===== src/rtl/cordic_pkg.sv =====
// cordic_pkg: shared constants, arctangent table and FSM state type for the CORDIC engines.
// Contents:
//   WIDTH_DEF  default data/angle word width (1.4.11 signed)
//   ITERS_MAX  largest supported micro-rotation count
//   FRAC       fractional bits of the 1.4.11 format
//   K_GAIN     CORDIC gain compensation constant 0.60725 in 1.4.11
//   ATAN_LUT   atan(2^-i) in 1.4.11 radians, i = 0..ITERS_MAX-1
//   state_t    engine FSM states
package cordic_pkg;
    localparam int WIDTH_DEF = 16;
    localparam int ITERS_MAX = 12;
    localparam int FRAC = 11;
    localparam int K_GAIN = 1244;
    localparam logic [15:0] ATAN_LUT [ITERS_MAX] = '{
        16'd1608, 16'd950, 16'd502, 16'd255, 16'd128, 16'd64,
        16'd32, 16'd16, 16'd8, 16'd4, 16'd2, 16'd1
    };
    typedef enum logic [1:0] {S_IDLE, S_ROTATE, S_GAIN, S_DONE} state_t;
endpackage


===== src/rtl/cordic_rot_stage.sv =====
// cordic_rot_stage: one combinational CORDIC micro-rotation step.
// Ports:
//   i_x, i_y   extended-width signed vector components
//   i_z        signed residual angle; its sign picks the rotation direction
//   i_i        iteration index (shift amount)
//   i_atan     atan(2^-i) for this iteration
//   o_x, o_y   rotated vector components
//   o_z        updated residual angle
module cordic_rot_stage #(
    parameter int WIDTH = 16
) (
    input  logic signed [WIDTH+1:0] i_x,
    input  logic signed [WIDTH+1:0] i_y,
    input  logic signed [WIDTH-1:0] i_z,
    input  logic        [3:0]       i_i,
    input  logic signed [WIDTH-1:0] i_atan,
    output logic signed [WIDTH+1:0] o_x,
    output logic signed [WIDTH+1:0] o_y,
    output logic signed [WIDTH-1:0] o_z
);
    logic                   w_d;
    logic signed [WIDTH+1:0] w_xs;
    logic signed [WIDTH+1:0] w_ys;

    assign w_d  = ~i_z[WIDTH-1];
    assign w_xs = i_x >>> i_i;
    assign w_ys = i_y >>> i_i;
    assign o_x  = w_d ? i_x - w_ys : i_x + w_ys;
    assign o_y  = w_d ? i_y + w_xs : i_y - w_xs;
    assign o_z  = w_d ? i_z - i_atan : i_z + i_atan;
endmodule


===== src/rtl/rotation_cordic_engine.sv =====
// rotation_cordic_engine: iterative rotation-mode CORDIC, one micro-rotation per clock.
// Ports:
//   clk               rising-edge clock
//   rst               synchronous active-low reset
//   start             one-cycle request, accepted only when idle
//   x0, y0, theta0    signed 1.4.11 operands (|theta0| <= pi/2)
//   busy              high from the cycle after acceptance through the done cycle
//   done              one-cycle pulse, results valid
//   x_n, y_n, theta_n saturated rotated vector and residual angle, held until next done
// Build option: define CORDIC_GAIN_COMP_EN to add a GAIN state scaling x, y by K.
module rotation_cordic_engine
    import cordic_pkg::*;
#(
    parameter int WIDTH = WIDTH_DEF,
    parameter int ITERS = ITERS_MAX
) (
    input  logic                    clk,
    input  logic                    rst,
    input  logic                    start,
    input  logic signed [WIDTH-1:0] x0,
    input  logic signed [WIDTH-1:0] y0,
    input  logic signed [WIDTH-1:0] theta0,
    output logic                    busy,
    output logic                    done,
    output logic signed [WIDTH-1:0] x_n,
    output logic signed [WIDTH-1:0] y_n,
    output logic signed [WIDTH-1:0] theta_n
);
    localparam int DW = WIDTH + 2;
`ifdef CORDIC_GAIN_COMP_EN
    localparam state_t S_POST = S_GAIN;
`else
    localparam state_t S_POST = S_DONE;
`endif

    state_t                  r_state, w_next;
    logic signed [DW-1:0]    r_x, r_y, w_x, w_y;
    logic signed [WIDTH-1:0] r_z, w_z, w_atan;
    logic signed [WIDTH-1:0] r_xn, r_yn, r_tn;
    logic        [3:0]       r_i;
    logic                    r_done;
    logic                    w_accept;

    // Clamp the extended datapath to the output word: in range iff the guard bits match the sign.
    function automatic logic signed [WIDTH-1:0] sat(input logic signed [DW-1:0] v);
        return (&v[DW-1:WIDTH-1] || ~|v[DW-1:WIDTH-1]) ? v[WIDTH-1:0]
                                                       : {v[DW-1], {(WIDTH-1){~v[DW-1]}}};
    endfunction

    assign w_atan   = WIDTH'(ATAN_LUT[r_i]);
    assign w_accept = (r_state == S_IDLE) && start && !r_done;
    assign busy     = (r_state != S_IDLE) || r_done;
    assign done     = r_done;
    assign x_n      = r_xn;
    assign y_n      = r_yn;
    assign theta_n  = r_tn;

    cordic_rot_stage #(.WIDTH(WIDTH)) u_stage (
        .i_x   (r_x),
        .i_y   (r_y),
        .i_z   (r_z),
        .i_i   (r_i),
        .i_atan(w_atan),
        .o_x   (w_x),
        .o_y   (w_y),
        .o_z   (w_z)
    );

`ifdef CORDIC_GAIN_COMP_EN
    localparam logic signed [13:0] K_S = 14'(K_GAIN);
    logic signed [DW+13:0] w_px, w_py;
    logic signed [DW-1:0]  w_gx, w_gy;
    assign w_px = r_x * K_S;
    assign w_py = r_y * K_S;
    assign w_gx = DW'((w_px + (DW+14)'(1 << (FRAC-1))) >>> FRAC);
    assign w_gy = DW'((w_py + (DW+14)'(1 << (FRAC-1))) >>> FRAC);
`endif

    always_ff @(posedge clk) begin
        if (!rst) r_state <= S_IDLE;
        else      r_state <= w_next;
    end

    always_comb begin
        w_next = r_state;
        case (r_state)
            S_IDLE:   w_next = w_accept ? S_ROTATE : S_IDLE;
            S_ROTATE: w_next = (r_i == 4'(ITERS-1)) ? S_POST : S_ROTATE;
            S_GAIN:   w_next = S_DONE;
            default:  w_next = S_IDLE;
        endcase
    end

    always_ff @(posedge clk) begin
        if (!rst) begin
            r_x    <= '0;
            r_y    <= '0;
            r_z    <= '0;
            r_i    <= '0;
            r_done <= 1'b0;
            r_xn   <= '0;
            r_yn   <= '0;
            r_tn   <= '0;
        end else begin
            r_done <= 1'b0;
            if (w_accept) begin
                r_x <= DW'(x0);
                r_y <= DW'(y0);
                r_z <= theta0;
                r_i <= '0;
            end
            if (r_state == S_ROTATE) begin
                r_x <= w_x;
                r_y <= w_y;
                r_z <= w_z;
                r_i <= r_i + 4'd1;
            end
`ifdef CORDIC_GAIN_COMP_EN
            if (r_state == S_GAIN) begin
                r_x <= w_gx;
                r_y <= w_gy;
            end
`endif
            if (r_state == S_DONE) begin
                r_xn   <= sat(r_x);
                r_yn   <= sat(r_y);
                r_tn   <= r_z;
                r_done <= 1'b1;
            end
        end
    end
endmodule


===== config.mk =====
export PLATFORM = sky130hd
export DESIGN_NAME = rotation_cordic_engine
export DESIGN_NICKNAME = d
export VERILOG_FILES = /design/src/rtl/cordic_pkg.sv /design/src/rtl/cordic_rot_stage.sv /design/src/rtl/rotation_cordic_engine.sv
export SDC_FILE = /design/constraint.sdc
export NUM_CORES = 1
export LEC_CHECK = 0
export ABC_AREA = 1
export ABC_CLOCK_PERIOD_IN_PS = 4800
export BUFFER_PORTS_ARGS = -buffer_cell sky130_fd_sc_hd__buf_2
export CORE_MARGIN = 1.5
export CORE_UTILIZATION = 30
export CTS_CLUSTER_DIAMETER = 120
export DETAILED_ROUTE_END_ITERATION = 10
export MAX_ROUTING_LAYER = met4
export PLACE_DENSITY = 0.43
export SYNTH_ARGS = -nofsm -noshare
export SYNTH_HDL_FRONTEND = slang
export SYNTH_SLANG_ARGS = --single-unit
export TNS_END_PERCENT = 100

===== constraint.sdc =====
create_clock -name clk -period 4.8 [get_ports clk]
set_clock_uncertainty 0.1 [all_clocks]
set_input_delay 0.24 -clock clk [delete_from_list [all_inputs] [get_ports clk]]
set_output_delay 0.24 -clock clk [all_outputs]
set_load 0.02 [all_outputs]

# Yosys cells after proc, flatten, opt, wreduce, memory -nomap -nowiden
# Memories as Yosys holds them, arrays and structs flattened.
# Cells that the tools add are included.
totals:
  reg_bits: 107
  romBits: 256
  in_bits: 51
  mem_count: 1
  word_cells: 61
mem_list:
  columns: ["memory", "words", "width", "rd", "rd_clocked_by_memory_dff", "wr", "line_no", "source"]
  rows:
  - ["(name not given)", 16, 16, 1, 0, 0, "rotation_cordic_engine.sv:50", "assign w_atan = WIDTH'(ATAN_LUT[r_i]);"]
classes:
  n_reduce_logical: 15
  bitwise: 3
  n_lt_le_gt_ge: 1
  shift: 2
  n_mux: 19
  eq_ne: 4
  add_sub_neg: 7
op_table:
  columns: ["cell", "count"]
  rows:
  - ["$mux 16", 7]
  - ["$mux 18", 6]
  - ["$add 18x18->18", 2]
  - ["$sshr 18x4->18", 2]
  - ["$sub 18x18->18", 2]
  - ["$add 16x16->16", 1]
  - ["$sub 16x16->16", 1]
  - ["$mux 4", 2]
  - ["$pmux 2 s3", 1]
  - ["$reduce_and 3->1", 2]
  - ["$reduce_or 3->1", 2]
  - ["$ge 5x5->1 const B", 1]
  - ["$not 4->5", 1]
  - ["$add 4x1->4 const B", 1]
  - ["$eq 2x2->1 const B", 2]
  - ["$eq 4x4->1 const B", 1]
  - ["$reduce_bool 2->1", 2]
  - ["$logic_not 1->1", 3]
  - ["$logic_or 1x1->1", 3]
  - ["$eq 2x1->1 const B", 1]
  - ["$logic_and 1x1->1", 2]
  - ["$logic_not 2->1", 1]
  - ["$mux 1", 2]
  - ["$mux 2", 1]
  - ["$not 1->1", 2]

# Depth between registers and ports, before layout
# Gate-level depths: netlist of run 1.
logic_depth:
  depth_word: 7
  mapped_depth: 27
  mapped_depth_nobuf: 26

# By module
# Synthesis of run 1 repeated with hierarchy kept, for this count alone.
unflattened:
  hier_cells: 1683
  hier_area_um2: 10023.4
by_module_without_submodules:
  columns: ["mod", "instances", "cells_each", "area_each_um2", "seq_area_each_um2"]
  rows:
  - ["rotation_cordic_engine", 1, 788, 5014.8, 2142.1]
  - ["cordic_rot_stage", 1, 895, 5008.6, 0.0]

# Worst setup path after synthesis of run 1
# Ideal clock, no wire load.
synth_path:
  path_type: "register to register"
  start: "reg r_i[1]"
  end: "reg r_y[17]"
  stages_incl_launch_ff: 25
  t_arrival_ps: 3533
  path_buffers: 2
  synth_period_minus_slack_ps: 3703
  slack_ps: 1097
  path_cell_list: "dfxtp_1 > buf_2 > buf_2 > nand3_1 > nand3_1 > nand2_1 > a21oi_2 > ha_1 > inv_1 > nor3_1 > nand2_1 > nand2_1 > o21ai_2 > nor2_1 > o21ai_1 > xor2_1 > ha_1 > inv_1 > nor3_1 > nand2_1 > o311ai_0 > inv_1 > nand3_1 > nand3_1 > a21oi_1"
synth_via:
  elab_chain_len: 4
  elab_cells_between_ends: 5
synth_rtl:
  columns: ["element", "line_no", "source"]
  rows:
  - ["from (decl)", "rotation_cordic_engine.sv:40", "logic [3:0] r_i;"]
  - ["from (signal assigned)", "rotation_cordic_engine.sv:116", "r_i <= r_i + 4'd1;"]
  - ["$sshr 18x4->18 *", "cordic_rot_stage.sv:26", "assign w_xs = i_x >>> i_i;"]
  - ["$add 18x18->18 or $sub 18x18->18 (tied branches)", "cordic_rot_stage.sv:29", "assign o_y = w_d ? i_y + w_xs : i_y - w_xs;"]
  - ["$mux 18 *", "cordic_rot_stage.sv:29", null]
  - ["$mux 18 *", "rotation_cordic_engine.sv:112", "if (r_state == S_ROTATE) begin"]
  - ["to (signal assigned)", "rotation_cordic_engine.sv:108", "r_y <= DW'(y0);"]
  - ["to (signal assigned)", "rotation_cordic_engine.sv:114", "r_y <= w_y;"]
  - ["to (decl)", "rotation_cordic_engine.sv:37", "logic signed [DW-1:0] r_x, r_y, w_x, w_y;"]
# Every way passes the cells marked *; elsewhere a longest branch is shown, timed or not.
# A chain may end at the register's enable or synchronous reset.

# Final worst setup path of run 1
layout_path:
  start: "reg r_i[0]"
  end: "reg r_z[13]"
layout_via:
  elab_chain_len: 7
  elab_cells_between_ends: 8
layout_rtl:
  columns: ["element", "line_no", "source"]
  rows:
  - ["$not 4->5 (implied by the code) *", "rotation_cordic_engine.sv:50", null]
  - ["$mem_v2 16x16 *", null, null]
  - ["$mux 16 (implied by the code) * (2 in a row)", "rotation_cordic_engine.sv:50", null]
  - ["$sub 16x16->16 or $add 16x16->16 (tied branches)", "cordic_rot_stage.sv:30", "assign o_z = w_d ? i_z - i_atan : i_z + i_atan;"]
  - ["$mux 16 *", "cordic_rot_stage.sv:30", null]
  - ["$mux 16 *", "rotation_cordic_engine.sv:112", null]
  - ["to (signal assigned)", "rotation_cordic_engine.sv:109", "r_z <= theta0;"]
  - ["to (signal assigned)", "rotation_cordic_engine.sv:115", "r_z <= w_z;"]
  - ["to (decl)", "rotation_cordic_engine.sv:38", "logic signed [WIDTH-1:0] r_z, w_z, w_atan;"]
# Every way passes the cells marked *; elsewhere a longest branch is shown, timed or not. The select of a mux whose other input is x is not followed.

==> results of run 1 <==
-- cell families (layout without fill, tap and decap cells) --
family | after synthesis | in the layout
fa+ha+maj | 63 | 63
buf+inv | 219 | 289
compound gates | 338 | 338
xor+xnor | 64 | 64
flops | 107 | 107
simple gates | 705 | 705
-- worst register-to-register path, delay by kind of cell, from the launching register on --
kind                     cells  cell delay (ns)
flip-flops                   1             0.34
AO/OA/AOI/OAI                4             0.83
AND/OR/NAND/NOR             13             1.40
XOR/XNOR                     1             0.18
buffers and inverters        1             0.27
adder cells (fa/ha/maj)      4             1.13
-- cells in the final DEF (no fill, tap or decap), types with 24 or more instances in the layout --
| cell | n |
|---|---|
| nand2_1 | 433 |
| nand3_1 | 162 |
| inv_1 | 137 |
| a21oi_1 | 131 |
| o21ai_0 | 122 |
| dfxtp_1 | 107 |
| buf_2 | 100 |
| nor2_1 | 77 |
| ha_1 | 60 |
| xor2_1 | 43 |
| buf_4 | 24 |
-- repair_timing --
item / CTS / global route
resized for setup: 0 / 3
endpoints found under the setup margin: 0 / 3
hold buffers: 0 / 0
buffers inserted: 0 / 0
-- final cells by class --
| class | count | area [sq um] |
|---|---|---|
| Multi-Input combinational cell | 1170 | 6180 |
| Clock inverter | 6 | 71.3 |
| Sequential cell | 107 | 2140 |
| Inverter | 149 | 562 |
| Tap cell | 390 | 488 |
| Timing Repair Buffer | 124 | 681 |
| Clock buffer | 10 | 239 |
| Fill cell | 3399 | 19500 |
-- how the worst max path moves through the flow --
stage / cells after the start / to / startpoint / slack [ns]
global placement: 23 / r_x[13]$_SDFFE_PN0P_ / r_i[1]$_SDFFE_PN0P_ / 0.45
floorplan: 24 / r_y[17]$_SDFFE_PN0P_ / r_i[1]$_SDFFE_PN0P_ / 1.10
global route: 21 / r_x[13]$_SDFFE_PN0P_ / r_i[1]$_SDFFE_PN0P_ / 0.002
detailed placement: 24 / r_y[17]$_SDFFE_PN0P_ / r_i[0]$_SDFFE_PN0P_ / 0.38
CTS: 24 / r_y[17]$_SDFFE_PN0P_ / r_i[0]$_SDFFE_PN0P_ / 0.36
finish: 23 / r_z[13]$_SDFFE_PN0P_ / r_i[0]$_SDFFE_PN0P_ / 0.41
-- per-stage QoR --
step / hold slack [ns] / instances / util / power (uW)
6_report: 0.0434 / 1956 / 0.347 / 4530
5_1_grt: 0.0423 / 1956 / 0.347 / 4960
4_1_cts: 0.0215 / 1956 / 0.347 / 4560
3_5_place_dp: 0.354 / 1940 / 0.336 / 3710
3_3_place_gp: 0.352 / 1940 / 0.336 / 3730
2_1_floorplan: 0.301 / 1496 / - / 3030
-- per-layer routing --
layer / track usage / up-vias / routed length (um)
li1: - / 5106 / -
met1: 0.296 / 4567 / 16400
met2: 0.343 / 212 / 14900
met3: 0.0237 / 17 / 1120
met4: 0.0413 / 0 / 383
met5: - / - / 0
-- flip-flops by register name, indices dropped and copies added, names as in the netlist --
register and cells:
theta_n 16, r_i 4, x_n 16, r_y 18, done 1, r_z 16, r_x 18, y_n 16
r_state 2
-- where the power goes --
part / switching, uW / internal (uW) / total [uW]
Combinational: 1680 / 931 / 2610
Sequential: 142 / 963 / 1110
Clock: 392 / 426 / 818
Total: 2210 / 2320 / 4530
==> impl_metrics.json, run 1 <==
{
  "outcome": "complete, no violations",
  "viasPerCell": 5.06,
  "netlist_area_sq_um": 9190,
  "cts.sinks": 107,
  "avgRoutedWirePerCell_um": 16.8,
  "synth_top_family_by_area": "simple AND/OR/NAND/NOR gates",
  "synth_warnings": 0,
  "post-dp-hpwl_um": 25100,
  "htree_levels": 3,
  "synth_xor_area_frac": 0.0610,
  "yosys-mux-area-fraction": 0,
  "layout.nets": 1675,
  "hold_violations": 0,
  "reg2reg_to": "r_z[13]$_SDFFE_PN0P_",
  "rsz0062_at_grt": "no",
  "synthTopCellsByArea": "dfxtp_1 (23%), nand2_1 (18%), nand3_1 (8.8%)",
  "synth_edf_count": 0,
  "syn-instance-count": 1496,
  "clk_pin_slew_ns": 0.08,
  "async_reset_ff_frac": 0,
  "die_w_um": 178,
  "cts_buffers": 9,
  "ys.flop_type": "dfxtp_1",
  "yosysSeqAreaShare": 0.233,
  "end_kind": "register",
  "port_buffers": 100,
  "power_density_nw_per_um2": 437,
  "grt_max_degree": 50,
  "worstMarginPinSlew_ns": 1.32,
  "hold_path.class": "in -> reg",
  "yosysTopAreaCellShare": 0.233,
  "arrival_ns": 4.53,
  "slew_headroom": 0.115,
  "drt_first_pass_iters": 5,
  "drive_gt1_frac": 0.110,
  "setup_ws_ns": 0.412,
  "grt-ovfl-total": 0,
  "initial_utilization": 0.307,
  "r2r-start": "r_i[0]$_SDFFE_PN0P_",
  "cp-start-kind": "register",
  "finalMaxSlewViolations": 0,
  "synth_cell_types": 47,
  "synth_common_cells": "nand2_1 (433), nand3_1 (162), inv_1 (137)",
  "crit_buf_inv": 1,
  "grt_pass1_wl_um": 51500,
  "tns_ns": 0,
  "final_area_sq_um": 10400,
  "antenna_found_initial": 0,
  "drc": 0,
  "hp-start": "y0[6]",
  "rows": 63,
  "grt_pass1_vias": 9271,
  "min_period_over_period": 0.914,
  "cp_cell_sequence": "buf_4 > ha_1 > ha_1 > a21oi_1 > ha_1 > nand3_1 > nor3b_1 > nor2_1 > xor2_1 > ha_1 > nand2_1 > nor2_1 > nand2_1 > nand3_1 > nand2_1 > nand2_1 > a21oi_1 > o21ai_0 > nand2_1 > nand3_1 > nand3_1 > nand2_1 > a21oi_1",
  "yosys.area_share.simple": 0.319,
  "io_pins": 101,
  "cpLargestDelayFamily": "simple AND/OR/NAND/NOR gates",
  "ant_nets": 0,
  "ir_drop_mv": 0.193,
  "cpPeakStageDelay_ns": 0.39,
  "hold_path_depth": 3,
  "worst-r2r-setup-slack_ns": 0.41,
  "synthesis.nets": 1610,
  "syn_to_final_growth_pct": 12.8,
  "setup_viol": 0,
  "vias": 9902,
  "crit_type": "reg -> reg",
  "place_ws_ns": 0.385,
  "grtUsageTotal": 0.216,
  "cpMostUsedCell": "nand2_1",
  "synthAdderAreaFrac": 0.0883,
  "synth-seq-cells": 107,
  "root_buffer": "clkbuf_16",
  "die_h_um": 178,
  "avgSynthCellArea_sq_um": 6.14,
  "worst_skew_pair.late_latency_ns": 0.37,
  "cts_tree": "done",
  "core_region_area_sq_um": 29900,
  "drt-total-wl_um": 32800,
  "synth-compound-area-share": 0.202,
  "min_period_ns": 4.39,
  "synth_top_cell_by_area": "dfxtp_1",
  "die_area_sq_um": 31700,
  "drt_iter0_markers": 595,
  "cts.path.max_buffers": 2,
  "holdPathEnd": "r_y[6]$_SDFFE_PN0P_",
  "synth.most_common_cell": "nand2_1",
  "cp_max_fo": 39,
  "worst-r2r-cell-count": 23,
  "p_leak_uw": 0.00501,
  "diodes": 0,
  "crit_slowest_cell": "ha_1",
  "maxCapViolations": 0,
  "crit_required_ns": 4.94,
  "fmax_mhz": 228,
  "placed_area_sq_um": 10000,
  "gp_congestion": 0.886
}
No activity file was read; power rests on OpenSTA's default activity.
==> inputs of run 2 (changes only) <==
--- a/config.mk
+++ b/config.mk
@@ -12,6 +12,7 @@
 export CORE_UTILIZATION = 30
 export CTS_CLUSTER_DIAMETER = 120
 export DETAILED_ROUTE_END_ITERATION = 10
+export HOLD_SLACK_MARGIN = 0.06
 export MAX_ROUTING_LAYER = met4
 export PLACE_DENSITY = 0.43
 export SYNTH_ARGS = -nofsm -noshare
==> run 2 against run 1 <==
Combinational power about the same. Critical path type unchanged. Core utilization up 0.20 points. Critical endpoint unchanged. Largest power group unchanged. Sequential share of layout area down 0.12 points. Non-clock buffer count up 6.
==> impl_metrics.json, run 2 (same netlist as run 1, synthesis figures left out) <==
{
  "grt-ovfl-total": 0,
  "p_leak_uw": 0.00503,
  "multi_input_area_sq_um": 6180,
  "reg2reg_to": "r_z[13]$_SDFFE_PN0P_",
  "rows": 63,
  "clk_pin_slew_ns": 0.08,
  "cts_buffers": 9,
  "final_area_sq_um": 10400,
  "crit_required_ns": 4.94,
  "hold_violations": 0,
  "cp_max_fo": 39,
  "syn_to_final_growth_pct": 13.5,
  "fill_cells": 3400,
  "layout.nets": 1681,
  "holdPathEnd": "r_x[2]$_SDFFE_PN0P_",
  "htree_levels": 3,
  "worst_skew_pair.late_latency_ns": 0.37,
  "fmax_mhz": 229,
  "viasPerCell": 5.05,
  "end_kind": "register",
  "post-dp-hpwl_um": 25100,
  "vias": 9911,
  "final_cell_mix": "nand2_1 (433), nand3_1 (162), inv_1 (137), a21oi_1 (131), o21ai_0 (122)",
  "grt_pass1_vias": 9297,
  "hold_path.class": "in -> reg",
  "drt_first_pass_iters": 5,
  "slew_headroom": 0.105,
  "r2r-start": "r_i[0]$_SDFFE_PN0P_",
  "final_common_cell": "nand2_1",
  "min_period_over_period": 0.911,
  "setup_ws_ns": 0.428,
  "hp-start": "x0[2]",
  "grt_max_degree": 50,
  "cts.sinks": 107,
  "gp_congestion": 0.886,
  "reg.largest.list": "r_x (18), r_y (18)",
  "cts.path.max_buffers": 2,
  "worst-r2r-setup-slack_ns": 0.43,
  "outcome": "complete, no violations",
  "die_h_um": 178,
  "cts_tree": "done",
  "die_area_sq_um": 31700,
  "antenna_found_initial": 0,
  "grtUsageTotal": 0.216,
  "port_buffers": 100,
  "root_buffer": "clkbuf_16",
  "finalMaxSlewViolations": 0,
  "drt-total-wl_um": 33000,
  "power_density_nw_per_um2": 436,
  "min_period_ns": 4.37,
  "drc": 0,
  "maxCapViolations": 0,
  "cp-start-kind": "register",
  "drt_iter0_markers": 620,
  "io_pins": 101,
  "crit_type": "reg -> reg",
  "diodes": 0,
  "hold_path_depth": 5,
  "ant_nets": 0,
  "setup_viol": 0,
  "drive_gt1_frac": 0.109,
  "initial_utilization": 0.307,
  "placed_area_sq_um": 10000,
  "final-seq-area_sq_um": 2140,
  "ir_drop_mv": 0.193,
  "core_region_area_sq_um": 29900,
  "die_w_um": 178,
  "place_ws_ns": 0.385,
  "arrival_ns": 4.51,
  "rsz0062_at_grt": "no",
  "worst-r2r-cell-count": 23,
  "worstMarginPinSlew_ns": 1.34,
  "grt_pass1_wl_um": 51600,
  "tns_ns": 0,
  "avgRoutedWirePerCell_um": 16.8
}
run 2: cell types whose count changed in the layout (fill, tap and decap cells not counted):
cell	delta
dlygate4sd3_1	+6
run 2: timing repair:
item,in CTS,in global routing
hold buffers,6,0
endpoints found under the hold margin,6,0
gates resized for setup,0,3
buffers inserted,0,0
setup endpoints to repair,0,3
run 2: worst max path at each step:
| stage | start | endpoint | slack, ns | depth (start not counted) |
|---|---|---|---|---|
| finish | r_i[0]$_SDFFE_PN0P_ | r_z[13]$_SDFFE_PN0P_ | 0.43 | 23 |
| global route | r_i[1]$_SDFFE_PN0P_ | r_x[13]$_SDFFE_PN0P_ | 0.002 | 21 |
| CTS | r_i[0]$_SDFFE_PN0P_ | r_y[17]$_SDFFE_PN0P_ | 0.36 | 24 |
| detailed placement | r_i[0]$_SDFFE_PN0P_ | r_y[17]$_SDFFE_PN0P_ | 0.38 | 24 |
| global placement | r_i[1]$_SDFFE_PN0P_ | r_x[13]$_SDFFE_PN0P_ | 0.45 | 23 |
| floorplan | r_i[1]$_SDFFE_PN0P_ | r_y[17]$_SDFFE_PN0P_ | 1.10 | 24 |
run 2: metrics by stage:
step	power, uW	util	instances	hold slack, ns
after floorplan	3030	-	1496	0.301
after global placement	3730	0.336	1940	0.352
after detailed placement	3710	0.336	1940	0.354
after CTS	4560	0.349	1962	0.0673
after global routing	4970	0.349	1962	0.0801
final	4540	0.349	1962	0.0771
run 2: cell type report:
class | count | share of cell area
well taps | 390 | 0.0468
clock buffers | 10 | 0.0229
inverters | 149 | 0.0539
repair buffers | 130 | 0.0711
flip-flops and latches | 107 | 0.206
clock inverters | 6 | 0.00684
multi-input cells | 1170 | 0.593
run 2: metal layers:
layer / GRT usage / part of all wire / vias up / wire length [um]
li1: - / - / 5114 / -
met5: - / 0 / - / 0
met3: 0.0237 / 0.036 / 21 / 1170
met1: 0.296 / 0.50 / 4577 / 16400
met4: 0.0413 / 0.012 / 0 / 382
met2: 0.343 / 0.45 / 199 / 15000
run 2: power by group:
part	internal, uW	leakage [uW]	switching [uW]	total [uW]
logic	934	0.00401	1680	2620
registers	963	0.000874	144	1110
clock network	426	0.000151	394	820
run 2: critical path, stage by stage, from the launching register on:
cell	delay [ns]
dfxtp_1	0.34
buf_4	0.27
ha_1	0.30
ha_1	0.19
a21oi_1	0.31
ha_1	0.24
nand3_1	0.11
nor3b_1	0.28
nor2_1	0.09
xor2_1	0.18
ha_1	0.39
nand2_1	0.07
nor2_1	0.08
nand2_1	0.06
nand3_1	0.18
nand2_1	0.07
nand2_1	0.06
a21oi_1	0.09
o21ai_0	0.36
nand2_1	0.13
nand3_1	0.10
nand3_1	0.08
nand2_1	0.10
a21oi_1	0.06
==> inputs of run 3 (changes only) <==
--- a/config.mk
+++ b/config.mk
@@ -5,9 +5,10 @@
 export SDC_FILE = /design/constraint.sdc
 export NUM_CORES = 1
 export LEC_CHECK = 0
-export ABC_AREA = 1
+export ABC_AREA = 0
 export ABC_CLOCK_PERIOD_IN_PS = 4800
 export BUFFER_PORTS_ARGS = -buffer_cell sky130_fd_sc_hd__buf_2
+export CAP_MARGIN = 40
 export CORE_MARGIN = 1.5
 export CORE_UTILIZATION = 30
 export CTS_CLUSTER_DIAMETER = 120
==> run 3 against run 2 <==
Combinational power grew 38%. Core utilization grew 2.6 points. Worst hold slack gained 0.018 ns. Clock-buffer cell count grew 1. Final cell count shrank 8.8%. Total power grew 21%. Synthesized cell count shrank 20%. Area after synthesis grew 3.6%. Worst setup slack lost 0.20 ns. Non-clock buffer count grew 117. Highest routed layer unchanged.
==> impl_metrics.json, run 3 <==
{
  "outcome": "complete, no violations",
  "p_leak_uw": 0.00502,
  "ys.flop_type": "dfxtp_1",
  "slew_headroom": 0.459,
  "root_buffer": "clkbuf_16",
  "syn_to_final_growth_pct": 23.6,
  "ir_drop_mv": 0.192,
  "antenna_found_initial": 1,
  "drt_iter0_markers": 466,
  "gp_congestion": 0.869,
  "final_cell_mix": "nand2_1 (172), a21oi_1 (137), nor2_1 (126), buf_4 (118), dfxtp_1 (105)",
  "drt_first_pass_iters": 5,
  "hold_path_depth": 3,
  "port_buffers": 100,
  "cpLargestDelayFamily": "simple AND/OR/NAND/NOR gates",
  "rows": 65,
  "final_common_cell": "nand2_1",
  "crit_slowest_cell": "or4b_4",
  "async_reset_ff_frac": 0,
  "synth_top_cell_by_area": "dfxtp_1",
  "cp-start-kind": "register",
  "viasPerCell": 5.19,
  "crit_buf_inv": 3,
  "holdPathEnd": "r_y[0]$_SDFFE_PN0P_",
  "post-dp-hpwl_um": 24400,
  "fmax_mhz": 219,
  "synth_common_cells": "nand2_1 (172), a21oi_1 (139), nor2_1 (128)",
  "synthesis.nets": 1317,
  "place_ws_ns": -0.0143,
  "clk_pin_slew_ns": 0.08,
  "crit_type": "reg -> reg",
  "final_util": 0.374,
  "cpPeakStageDelay_ns": 0.59,
  "synth_warnings": 0,
  "hold_path.class": "in -> reg",
  "grt_pass1_wl_um": 51400,
  "worstMarginPinSlew_ns": 0.812,
  "power_density_nw_per_um2": 469,
  "crit_required_ns": 4.99,
  "setup_ws_ns": 0.231,
  "drt-total-wl_um": 32500,
  "reg2reg_to": "r_x[16]$_SDFFE_PN0P_",
  "yosysTopAreaCellShare": 0.225,
  "cp_max_fo": 14,
  "synthTopCellsByArea": "dfxtp_1 (23%), ha_1 (7.9%), a21oi_1 (7.3%)",
  "grt_pass1_vias": 9217,
  "drive_gt1_frac": 0.236,
  "worst-r2r-cell-count": 17,
  "worst-r2r-setup-slack_ns": 0.23,
  "die_h_um": 181,
  "avgSynthCellArea_sq_um": 7.91,
  "cts_tree": "done",
  "setup_viol": 0,
  "synth.most_common_cell": "nand2_1",
  "cts.sinks": 107,
  "finalMaxSlewViolations": 0,
  "cts_buffers": 9,
  "arrival_ns": 4.76,
  "ant_nets": 0,
  "yosysSeqAreaShare": 0.225,
  "die_area_sq_um": 32800,
  "hold_violations": 0,
  "grt_max_degree": 50,
  "initial_utilization": 0.303,
  "synth_cell_types": 76,
  "grt-ovfl-total": 0,
  "layout.nets": 1496,
  "core_region_area_sq_um": 31400,
  "min_period_ns": 4.57,
  "end_kind": "register",
  "min_period_over_period": 0.952,
  "die_w_um": 181,
  "cp_cell_sequence": "buf_12 > buf_4 > nor2_2 > mux2_2 > mux4_2 > or4b_4 > nor3_4 > nor2_1 > xnor2_1 > ha_1 > a21o_1 > a21o_1 > a21oi_2 > buf_4 > o211ai_1 > and4_1 > a2111oi_2",
  "reg.largest.list": "r_x (18), r_y (18)",
  "drc": 0,
  "avgRoutedWirePerCell_um": 18.2,
  "cts.path.max_buffers": 2,
  "vias": 9289,
  "synth_edf_count": 0,
  "maxCapViolations": 0,
  "worst_skew_pair.late_latency_ns": 0.39,
  "io_pins": 101,
  "syn-instance-count": 1203,
  "r2r-start": "r_i[1]$_SDFFE_PN0P_",
  "grtUsageTotal": 0.207,
  "synth-seq-cells": 107,
  "netlist_area_sq_um": 9510,
  "htree_levels": 3,
  "hp-start": "y0[0]"
}
## run 3: worst register-to-register path, delay by kind of cell (launching register included)
kind            cells  cell delay (ns)
fa+ha+maj           1             0.31
simple gates        5             1.19
compound gates      5             0.95
flops               1             0.38
buf+inv             3             0.49
mux                 2             0.92
xor+xnor            1             0.14
## run 3: report_power, final
part	leakage, uW	switching, uW	internal, uW	total (uW)
Combinational	0.00402	1880	1730	3610
Clock	0.000127	393	356	749
Sequential	0.000875	183	979	1160
## run 3: what timing repair did
action,4_1_cts,5_1_grt
gates cloned,0,1
resized for setup,2,33
hold endpoints to repair,15,0
buffers inserted,0,14
setup endpoints to repair,4,11
hold buffers,15,0
pin swaps,0,8
## run 3: kinds of logic after synthesis
logic type / synth area share
mux: 0.146
fa+ha+maj: 0.0852
flops: 0.225
buf+inv: 0.0521
simple gates: 0.190
compound gates: 0.232
xor+xnor: 0.0696
## run 3: worst max path at each step
stage / from / end / slack, ns / depth (start not counted)
after detailed placement: r_i[1]$_SDFFE_PN0P_ / r_y[16]$_SDFFE_PN0P_ / -0.01 / 18
final: r_i[1]$_SDFFE_PN0P_ / r_x[16]$_SDFFE_PN0P_ / 0.23 / 17
after CTS: r_i[0]$_SDFFE_PN0P_ / r_x[16]$_SDFFE_PN0P_ / 0.03 / 16
after global routing: r_i[0]$_SDFFE_PN0P_ / r_x[15]$_SDFFE_PN0P_ / -0.005 / 19
after floorplan: r_i[0]$_SDFFE_PN0P_ / r_x[17]$_SDFFE_PN0P_ / 0.01 / 21
after global placement: r_i[1]$_SDFFE_PN0P_ / r_y[16]$_SDFFE_PN0P_ / -0.10 / 17
## run 3: stage by stage
step	TNS [ns]	instances	total power [uW]	hold slack [ns]	instance area [sq um]
global placement	-0.101	1739	4670	0.329	11100
floorplan	0	1203	3520	0.283	9520
CTS	0	1774	5470	0.0832	11600
global route	-0.00497	1790	6000	0.117	11800
detailed placement	-0.0143	1743	4660	0.337	11100
finish	0	1790	5520	0.0949	11800
## run 3: layer usage
metal / share of wire / up-vias / track usage / wire length [um]
li1: - / 4714 / - / -
met1: 0.47 / 4389 / 0.264 / 15300
met2: 0.47 / 157 / 0.336 / 15300
met3: 0.042 / 29 / 0.0345 / 1360
met4: 0.017 / 0 / 0.0643 / 551
met5: 0 / - / - / 0
## run 3: area by class of cell
| class | instances | area (sq um) |
|---|---|---|
| Multi-Input combinational cell | 990 | 6930 |
| Clock inverter | 5 | 37.5 |
| Tap cell | 402 | 503 |
| Inverter | 27 | 101 |
| Fill cell | 3370 | 19600 |
| Sequential cell | 107 | 2150 |
| Clock buffer | 11 | 233 |
| Antenna cell | 1 | 2.50 |
| Timing Repair Buffer | 247 | 1800 |
